<file path="src/rtl/cpu_defs.sv">
// Shared CPU definitions: reset PC, bubble instruction and fetch-stage state encoding.
package cpu_defs;

  localparam logic [31:0] RESET_PC  = 32'h0000_3000;
  localparam logic [31:0] NOP_INSTR = 32'h0000_0000;

  typedef enum logic {
    S_REQ  = 1'b0,
    S_HOLD = 1'b1
  } fetch_state_t;

  // A fetched word together with its address-error flag.
  typedef struct packed {
    logic [31:0] instr;
    logic        adel;
  } fetch_word_t;

endpackage

</file>
<file path="src/rtl/if_id_reg.sv">
// F->D pipeline register: PC, instruction, valid and fetch-fault flag, loaded on en.
module if_id_reg
  import cpu_defs::*;
#(
  parameter logic [31:0] RESET_PC  = cpu_defs::RESET_PC,
  parameter logic [31:0] NOP_INSTR = cpu_defs::NOP_INSTR
) (
  input  logic        clk,
  input  logic        reset,
  input  logic        en,
  input  logic [31:0] pc_in,
  input  logic [31:0] instr_in,
  input  logic        adel_in,
  output logic [31:0] d_pc,
  output logic [31:0] d_instr,
  output logic        d_valid,
  output logic        d_adel
);

  always_ff @(posedge clk or posedge reset) begin
    if (reset) begin
      d_pc    <= RESET_PC;
      d_instr <= NOP_INSTR;
      d_valid <= 1'b0;
      d_adel  <= 1'b0;
    end else if (en) begin
      d_pc    <= pc_in;
      d_instr <= instr_in;
      d_valid <= 1'b1;
      d_adel  <= adel_in;
    end
  end

endmodule

</file>
<file path="src/rtl/pc_fetch_unit.sv">
// Fetch stage: owns F_PC, runs the instruction-memory handshake and loads the F->D register.
module pc_fetch_unit
  import cpu_defs::*;
#(
  parameter logic [31:0] RESET_PC  = cpu_defs::RESET_PC,
  parameter logic [31:0] NOP_INSTR = cpu_defs::NOP_INSTR
) (
  input  logic        clk,
  input  logic        reset,
  input  logic [31:0] npc,
  input  logic        stall,
  output logic [31:0] F_PC,
  output logic        if_wait,
  output logic        im_req,
  output logic [31:0] im_addr,
  input  logic        im_ack,
  input  logic [31:0] im_rdata,
  output logic [31:0] D_PC,
  output logic [31:0] D_instr,
  output logic        D_valid,
  output logic        D_adel
);

  fetch_state_t state_reg, state_next;
  logic [31:0]  f_pc_reg;
  fetch_word_t  buf_reg;
  fetch_word_t  live_word;
  fetch_word_t  hand_word;
  logic         misaligned;
  logic         fetch_done;
  logic         handoff;
  logic         buf_load;

  assign misaligned = |f_pc_reg[1:0];

  always_comb begin
    state_next = state_reg;
    im_req     = 1'b0;
    fetch_done = 1'b0;
    handoff    = 1'b0;
    buf_load   = 1'b0;
    // A misaligned PC completes immediately as a faulting bubble, never touching memory.
    live_word  = misaligned ? '{instr: NOP_INSTR, adel: 1'b1}
                            : '{instr: im_rdata,  adel: 1'b0};
    hand_word  = buf_reg;
    case (state_reg)
      S_REQ: begin
        im_req     = !misaligned && !reset;
        fetch_done = misaligned || im_ack;
        hand_word  = live_word;
        if (fetch_done) begin
          if (stall) begin
            buf_load   = 1'b1;
            state_next = S_HOLD;
          end else begin
            handoff = 1'b1;
          end
        end
      end
      S_HOLD: begin
        if (!stall) begin
          handoff    = 1'b1;
          state_next = S_REQ;
        end
      end
      default: state_next = S_REQ;
    endcase
  end

  assign if_wait = (state_reg == S_REQ) && !fetch_done;
  assign F_PC    = f_pc_reg;
  assign im_addr = f_pc_reg;

  always_ff @(posedge clk or posedge reset) begin
    if (reset) begin
      state_reg <= S_REQ;
      f_pc_reg  <= RESET_PC;
      buf_reg   <= '{instr: NOP_INSTR, adel: 1'b0};
    end else begin
      state_reg <= state_next;
      if (handoff)
        f_pc_reg <= npc;
      if (buf_load)
        buf_reg <= live_word;
    end
  end

  if_id_reg #(
    .RESET_PC (RESET_PC),
    .NOP_INSTR(NOP_INSTR)
  ) u_if_id_reg (
    .clk     (clk),
    .reset   (reset),
    .en      (handoff),
    .pc_in   (f_pc_reg),
    .instr_in(hand_word.instr),
    .adel_in (hand_word.adel),
    .d_pc    (D_PC),
    .d_instr (D_instr),
    .d_valid (D_valid),
    .d_adel  (D_adel)
  );

endmodule

</file>
<file path="config.mk">
export PLATFORM = sky130hd
export DESIGN_NAME = pc_fetch_unit
export DESIGN_NICKNAME = d
export VERILOG_FILES = /design/src/rtl/cpu_defs.sv /design/src/rtl/if_id_reg.sv /design/src/rtl/pc_fetch_unit.sv
export SDC_FILE = /design/constraint.sdc
export NUM_CORES = 1
export LEC_CHECK = 0
export ABC_AREA = 1
export CAP_MARGIN = 20
export CORE_MARGIN = 5
export CORE_UTILIZATION = 45
export DETAILED_ROUTE_END_ITERATION = 16
export PLACE_DENSITY = 0.8
export SKIP_LAST_GASP = 1
export SYNTH_ARGS = -nofsm -noshare
export SYNTH_HDL_FRONTEND = slang
export SYNTH_SLANG_ARGS = --single-unit
</file>
<file path="constraint.sdc">
create_clock -name clk -period 4.95 [get_ports clk]
set_input_delay 0.99 -clock clk [delete_from_list [all_inputs] [get_ports clk]]
set_output_delay 0.99 -clock clk [all_outputs]
set_load 0.01 [all_outputs]
</file>
* Word level (Yosys, flattened, before mapping)
Cells that the tools add are included.
** Operators by class
- Muxes and demuxes :: 11
- Bitwise gates (word level) :: 1
- Reduce and logical (&&, ||, !) cells :: 7
** Operators by type and width (number)
- $mux W33 :: 2
- $mux W1 :: 7
- $pmux W1 S2 :: 2
- $logic_not A1 Y1 :: 3
- $logic_and A1 B1 Y1 :: 2
- $reduce_or A2 Y1 :: 1
- $logic_or A1 B1 Y1 :: 1
- $not A1 Y1 :: 1
** Word-level totals
- Bits in registers :: 132
- Output and inout port bits :: 132

* Logic depth before layout (Yosys ltp)
Gate-level depths: netlist of run 1.
- Word-level depth :: 5
- Depth in mapped cells :: 9
- Gate-level depth less buffers :: 6

* Hierarchy
Synthesis of run 1 repeated with hierarchy kept, for this count alone.
** Unflattened totals
- Cell total of the unflattened synthesis :: 676
- Area, all modules :: 5709.2 um^2
** By module, submodules not included
- pc_fetch_unit :: times used 1, cells an instance 398, area each 3214.3 um^2
- if_id_reg :: times used 1, cells an instance 278, area each 2494.9 um^2

* Worst setup path before layout of run 1
Ideal clock, no wire load.
- Path type :: input port to output port
- Start point :: input port reset
- End point :: output port im_req
- Arrival :: 1.343 ns
- Setup slack :: 2.617 ns
- Stages :: 1
- Cell sequence :: nor4_1
** On the way
- Cells in the longest elaborated chain, start to end :: 3
** Ends and longest elaborated chain
- from (decl) :: RTL line pc_fetch_unit.sv:9 : input logic reset,
- $logic_not A1 Y1 (no source line)
- $logic_and A1 B1 Y1 :: RTL line pc_fetch_unit.sv:48 : im_req = !misaligned && !reset;
- $mux W1 :: RTL line pc_fetch_unit.sv:46 : case (state_reg)
- to (decl) :: RTL line pc_fetch_unit.sv:14 : output logic im_req,
No other way between the ends.

* Worst setup path after layout of run 1
- Start point :: register state_reg
- End point :: output port if_wait
** On the way
- Cells in the longest elaborated chain, start to end :: 3
- Elaborated cells between the ends (all ways) :: 4
- Those cells by class :: mux: 1; bitwise: 1; reduce/logical: 2
** Ends and longest elaborated chain
- from (decl) :: RTL line pc_fetch_unit.sv:24 : fetch_state_t state_reg, state_next;
- from (signal assigned) :: RTL line pc_fetch_unit.sv:80 : state_reg <= state_next;
- $mux W1 :: RTL line pc_fetch_unit.sv:46
- $logic_not A1 Y1 :: RTL line pc_fetch_unit.sv:70 : assign if_wait = (state_reg == S_REQ) && !fetch_done;
- $logic_and A1 B1 Y1 * :: RTL line pc_fetch_unit.sv:70
- to (decl) :: RTL line pc_fetch_unit.sv:13 : output logic if_wait,
Every way passes the cells marked *; elsewhere a longest branch is shown, timed or not.

==> results of run 1 <==
-- placed cells by master, fill, tap and decap left out, drive strengths merged --
cell	count
nor4	1
buf	7
clkbuf	28
nand3	34
clkdlybuf4s50	199
nor2	2
nand2	424
inv	7
o21ai	34
dfrtp	128
bufinv	1
dfstp	4
clkinv	3
-- power by group through the flow --
| stage | Combinational [W] | Sequential [W] | Clock (W) |
|---|---|---|---|
| final | 0.000779 | 0.00137 | 0.00119 |
| after detailed placement | 0.000791 | 0.00138 | 0 |
| after global placement | 0.000771 | 0.00138 | 0 |
| after CTS | 0.000794 | 0.00137 | 0.00122 |
| after floorplan | 0.000339 | 0.00142 | 0 |
| after global routing | 0.000861 | 0.00139 | 0.00127 |
-- worst max-delay path: stages, from the launching register on --
cell	delay [ns]
dfrtp_1	0.61
buf_4	0.34
inv_2	0.50
nand3_2	0.20
inv_1	0.12
clkdlybuf4s50_1	0.54
-- per-stage QoR --
stage               util [%]  power (W)
finish                  65.0    0.00334
global route            65.0    0.00353
CTS                     65.0    0.00339
detailed placement      60.4    0.00218
global placement        60.3    0.00215
floorplan                  -    0.00176
-- metal layers --
metal,up-vias,share of wire [%],global-route usage (%)
li1,2450,-,-
met1,2319,42,25.9
met2,184,47,32.8
met3,13,9.3,6.77
met4,0,1.0,6.02
met5,-,0,0
-- final cells by class --
| cell class | count | area, sq um |
|---|---|---|
| Inverter | 7 | 31.3 |
| Fill cell | 1063 | 4400 |
| Clock buffer | 28 | 527 |
| Sequential cell | 132 | 3310 |
| Timing Repair Buffer | 206 | 2070 |
| Multi-Input combinational cell | 495 | 1970 |
| Tap cell | 172 | 215 |
| Clock inverter | 4 | 45.0 |
-- cell usage after synthesis, drive strengths merged --
library cell / number
dfrtp: 128
nand3: 34
nand2: 424
o21ai: 34
dfstp: 4
inv: 7
nor2: 2
clkbuf: 9
buf: 64
nor4: 1
-- path summary, 6_finish.rpt --
path / depth (start not counted) / slack, ns / end
max: 5 / 1.23 / if_wait
max in group asynchronous: 3 / 2.97 / buf_reg[3]
min in group asynchronous: 2 / 1.16 / u_if_id_reg.d_pc[21]
min: 2 / 0.47 / u_if_id_reg.d_valid
min reg2reg: 2 / 0.47 / u_if_id_reg.d_valid
max reg2reg: 8 / 1.81 / u_if_id_reg.d_pc[20]
-- cells by family (layout without fill, tap and decap cells) --
group	Yosys count	in the layout
simple gates	461	461
compound gates	34	34
flops	132	132
buf+inv	80	245
==> flow_metrics.py, run 1 <==
metrics = {
    "clocking": {
        "clock-sinks": 132,
        "clk_latency_ns": 0.40,
        "postCtsSetupRepairBufs": 0,
        "cts-root-buf": "clkbuf_16",
        "cts_buffers": 17,
        "cts_resized": 0,
        "path_clk_slew_ns": 0.05,
        "clockBufferDepth": 2,
        "cts_tree": "built",
        "htreeDepth": 4,
        "ctsHoldBuffers": 0,
    },
    "status": {
        "outcome": "completed",
    },
    "setup_path": {
        "cp-end-kind": "output pin",
        "cp_max_fo": 34,
        "r2r-start": "state_reg",
        "worstSetupStartpointType": "flop",
        "crit_required_ns": 3.96,
        "path_class": "reg2out",
        "cp-startpoint": "state_reg",
        "worstPathArrival_ns": 2.73,
    },
    "routing": {
        "drc": 0,
        "drt-total-wl_um": 15000,
        "drtIter0Drc": 434,
        "wl_per_cell_um": 14.3,
        "vias": 4966,
        "vias_per_cell": 4.76,
        "firstDrtPassIters": 5,
        "postRouteAntennaNets": 0,
    },
    "power": {
        "leakagePower_nw": 4.06,
        "switching_share_pct": 27.4,
        "pwr-share-comb_pct": 23.3,
        "switchingPower_w": 0.000917,
        "p_clk_share_pct": 35.7,
        "seqPwrFrac_pct": 41.0,
        "power_density_nw_per_um2": 409,
        "irDropWorstVdd_v": 0.000211,
        "p_int_w": 0.00243,
    },
    "timing": {
        "fin_skew_ns": 0.00698,
        "drv_slew": 0,
        "holdWs_ns": 0.467,
        "fin_crit_ns": 3.72,
        "hold_viol": 0,
        "period_share_pct": 75.2,
        "setup_ws_ns": 1.23,
        "tns_ns": 0,
        "rsz0062_at_grt": "no",
        "setup_viol": 0,
        "worstMarginPinSlew_ns": 0.764,
        "relSlewSlack_pct": 49.1,
        "max_freq_ghz": 0.268,
    },
    "logic_synthesis": {
        "synth_xor_area_share_pct": 0,
        "synth_compound_area_share_pct": 2.96,
        "syn_nets": 775,
        "synth_top_family_by_area": "simple AND/OR/NAND/NOR gates",
        "muxShareOfSynthArea_pct": 0,
        "ys_types": 19,
        "syn-cell-area_sq_um": 5750,
        "yosysWarnings": 0,
        "synth-seq-cells": 132,
        "postSynthCellCount": 707,
        "yosysTopAreaCell": "dfrtp_1",
        "synth_top_area_share_pct": 55.7,
        "synth_adder_area_share_pct": 0,
        "ys_top_cells_by_area": "dfrtp_1 (56%), nand2_1 (28%), buf_4 (5.1%)",
        "synth_simple_gate_area_share_pct": 31.1,
        "ys_seq_area_share_pct": 57.5,
        "syn_area_per_cell_sq_um": 8.14,
    },
    "floorplanning": {
        "fp.dieH_um": 123,
        "rows": 41,
        "start_util_pct": 45.8,
        "pin_count": 200,
        "dieArea_sq_um": 15100,
        "die_w_um": 123,
        "core_area_sq_um": 12600,
    },
    "global_route": {
        "grt_usage_pct": 20.2,
        "grt_pass1_vias": 4873,
        "grt_pass1_wl_um": 24100,
        "grt_max_degree": 87,
        "grt_overflow": 0,
        "antenna_found_initial": 0,
    },
    "finish": {
        "num_antenna_cells": 0,
        "drive_above_1_share_pct": 5.16,
        "fin_area_sq_um": 8170,
        "fin_nets": 927,
        "areaGrowthSynthToFinish_pct": 42.0,
        "stdcell_count": 1044,
        "largest_reg_flops": 33,
    },
    "hold_path": {
        "min_from": "u_if_id_reg.d_valid",
        "hold_path_class": "reg2reg",
    },
    "place": {
        "dp.cells": 1012,
        "gp_congestion": 0.779,
        "pre_cts_ws_ns": 1.46,
        "placedInstanceArea_sq_um": 7590,
        "place.detailed.hpwl_um": 10100,
        "io_buffers": 199,
    },
    "run": {
        "cap_violations": 0,
    },
}
No activity file was read; power rests on OpenSTA's default activity.
==> inputs of run 2 (changes only) <==
--- a/config.mk
+++ b/config.mk
@@ -8,9 +8,9 @@
 export ABC_AREA = 1
 export CAP_MARGIN = 20
 export CORE_MARGIN = 5
-export CORE_UTILIZATION = 45
+export CORE_UTILIZATION = 41
 export DETAILED_ROUTE_END_ITERATION = 16
-export PLACE_DENSITY = 0.8
+export PLACE_DENSITY = 0.77
 export SKIP_LAST_GASP = 1
 export SYNTH_ARGS = -nofsm -noshare
 export SYNTH_HDL_FRONTEND = slang
==> constraint.sdc (replaced) <==
create_clock -name clk -period 3.34 [get_ports clk]
set_input_delay 0.668 -clock clk [delete_from_list [all_inputs] [get_ports clk]]
set_output_delay 0.668 -clock clk [all_outputs]
set_load 0.01 [all_outputs]
==> flow_metrics.py, run 2 (synthesized netlist as in run 1, its figures left out) <==
metrics = {
    "setup_path": {
        "cp_max_fo": 22,
        "max_stage_delay_ns": 0.53,
        "cp-end-kind": "output pin",
        "crit_required_ns": 2.67,
        "worstPathArrival_ns": 1.93,
        "slowest_stage": "clkdlybuf4s50_1",
        "cp_cell_sequence": "buf_4 -> inv_2 -> nand3_2 -> inv_1 -> clkdlybuf4s50_1",
        "path_buf_inv": 4,
        "cpLargestDelayFamily": "buffers and inverters",
        "worstSetupStartpointType": "flop",
        "path_class": "reg2out",
    },
    "global_route": {
        "grt_pass1_vias": 4692,
        "grt_overflow": 0,
        "antenna_found_initial": 0,
        "grt_usage_pct": 18.4,
        "grt_max_degree": 99,
        "grt_pass1_wl_um": 24100,
    },
    "routing": {
        "dr_wl_met2_um": 6930,
        "drc": 0,
        "drt-total-wl_um": 15100,
        "wl_met1_um": 6710,
        "vias": 4986,
        "drtIter0Drc": 344,
        "postRouteAntennaNets": 0,
        "vias_per_cell": 4.73,
        "firstDrtPassIters": 4,
        "wl_per_cell_um": 14.3,
        "top_layer": "met4",
        "met3_length_um": 1160,
    },
    "finish": {
        "largest_reg_flops": 33,
        "fillers": 1200,
        "fin_nets": 929,
        "drive_above_1_share_pct": 5.84,
        "areaGrowthSynthToFinish_pct": 43.3,
        "num_antenna_cells": 0,
        "fin_util_pct": 59.6,
        "final_common_cell": "nand2_1",
        "layout_common_cells": "nand2_1 (423), clkdlybuf4s50_1 (199), dfrtp_1 (128)",
    },
    "power": {
        "power_density_nw_per_um2": 616,
        "p_clk_share_pct": 37.3,
        "switchingPower_w": 0.00141,
        "switching_share_pct": 27.7,
        "irDropWorstVdd_v": 0.000308,
        "p_int_w": 0.00367,
        "pwr-share-comb_pct": 22.8,
        "leakagePower_nw": 4.08,
        "seqPwrFrac_pct": 39.9,
    },
    "floorplanning": {
        "die_w_um": 128,
        "dieArea_sq_um": 16500,
        "rows": 43,
        "core_area_sq_um": 13800,
        "fp.dieH_um": 128,
        "pin_count": 200,
        "start_util_pct": 41.6,
    },
    "clocking": {
        "path_clk_slew_ns": 0.06,
        "htreeDepth": 4,
        "clock-sinks": 132,
        "cts_resized": 0,
        "cts_buffers": 17,
        "postCtsSetupRepairBufs": 0,
        "clockBufferDepth": 2,
        "cts_tree": "built",
        "cts-root-buf": "clkbuf_16",
        "ctsHoldBuffers": 0,
        "clk_latency_ns": 0.41,
    },
    "place": {
        "gp_congestion": 0.814,
        "io_buffers": 199,
        "place.detailed.hpwl_um": 9900,
    },
    "status": {
        "outcome": "completed",
    },
    "timing": {
        "fin_skew_ns": 0.0111,
        "setup_viol": 0,
        "tns_ns": 0,
        "hold_viol": 0,
        "max_freq_ghz": 0.385,
        "holdWs_ns": 0.463,
        "drv_slew": 0,
        "rsz0062_at_grt": "no",
        "period_share_pct": 77.7,
        "fin_crit_ns": 2.60,
        "worstMarginPinSlew_ns": 1.04,
        "relSlewSlack_pct": 30.3,
    },
    "hold_path": {
        "hold_path_class": "reg2reg",
    },
    "run": {
        "cap_violations": 0,
    },
}
==> run 2: through the flow <==
stage	power, W	setup slack (ns)	std cells	instance area, sq um
global placement	0.00320	0.801	1022	7630
detailed placement	0.00323	0.767	1022	7630
finish	0.00508	0.745	1054	8240
floorplan	0.00261	1.04	707	5760
CTS	0.00516	0.706	1054	8240
global route	0.00535	0.654	1054	8240
==> run 2: power by group through the flow <==
| stage | clock, W | combinational [W] | sequential, W |
|---|---|---|---|
| after floorplan | 0 | 0.000502 | 0.00210 |
| after global placement | 0 | 0.00115 | 0.00205 |
| after detailed placement | 0 | 0.00118 | 0.00205 |
| after CTS | 0.00195 | 0.00118 | 0.00203 |
| after global routing | 0.00201 | 0.00127 | 0.00206 |
| final | 0.00189 | 0.00116 | 0.00203 |
==> run 2: final cells by class <==
class | instances | area [sq um] | area share (%)
clock inverter | 12 | 154 | 1.87
multi-input combinational | 495 | 1970 | 23.9
inverter | 7 | 30.0 | 0.364
sequential | 132 | 3310 | 40.1
tap | 180 | 225 | 2.73
clock buffer | 20 | 457 | 5.54
timing repair buffer | 208 | 2100 | 25.4
==> run 2: worst paths after layout <==
check	end	depth (start not counted)	from	slack [ns]
max	if_wait	5	state_reg	0.74
min	u_if_id_reg.d_valid	2	u_if_id_reg.d_valid	0.46
max reg2reg	buf_reg[6]	6	F_PC[1]	0.95
min reg2reg	u_if_id_reg.d_valid	2	u_if_id_reg.d_valid	0.46
max in group asynchronous	u_if_id_reg.d_pc[13]	3	reset	1.76
min in group asynchronous	u_if_id_reg.d_instr[6]	2	reset	0.78
==> run 2: tightest hold or removal path: cells and delay by family (launching register included) <==
kind | cells | cell delay [ns]
flops | 1 | 0.34
simple gates | 1 | 0.05
buf+inv | 1 | 0.04
==> run 2: metal layers <==
metal	global-route usage, %	vias up
li1	-	2460
met1	24.8	2306
met2	28.7	194
met3	4.98	26
met4	6.30	0
met5	0	-
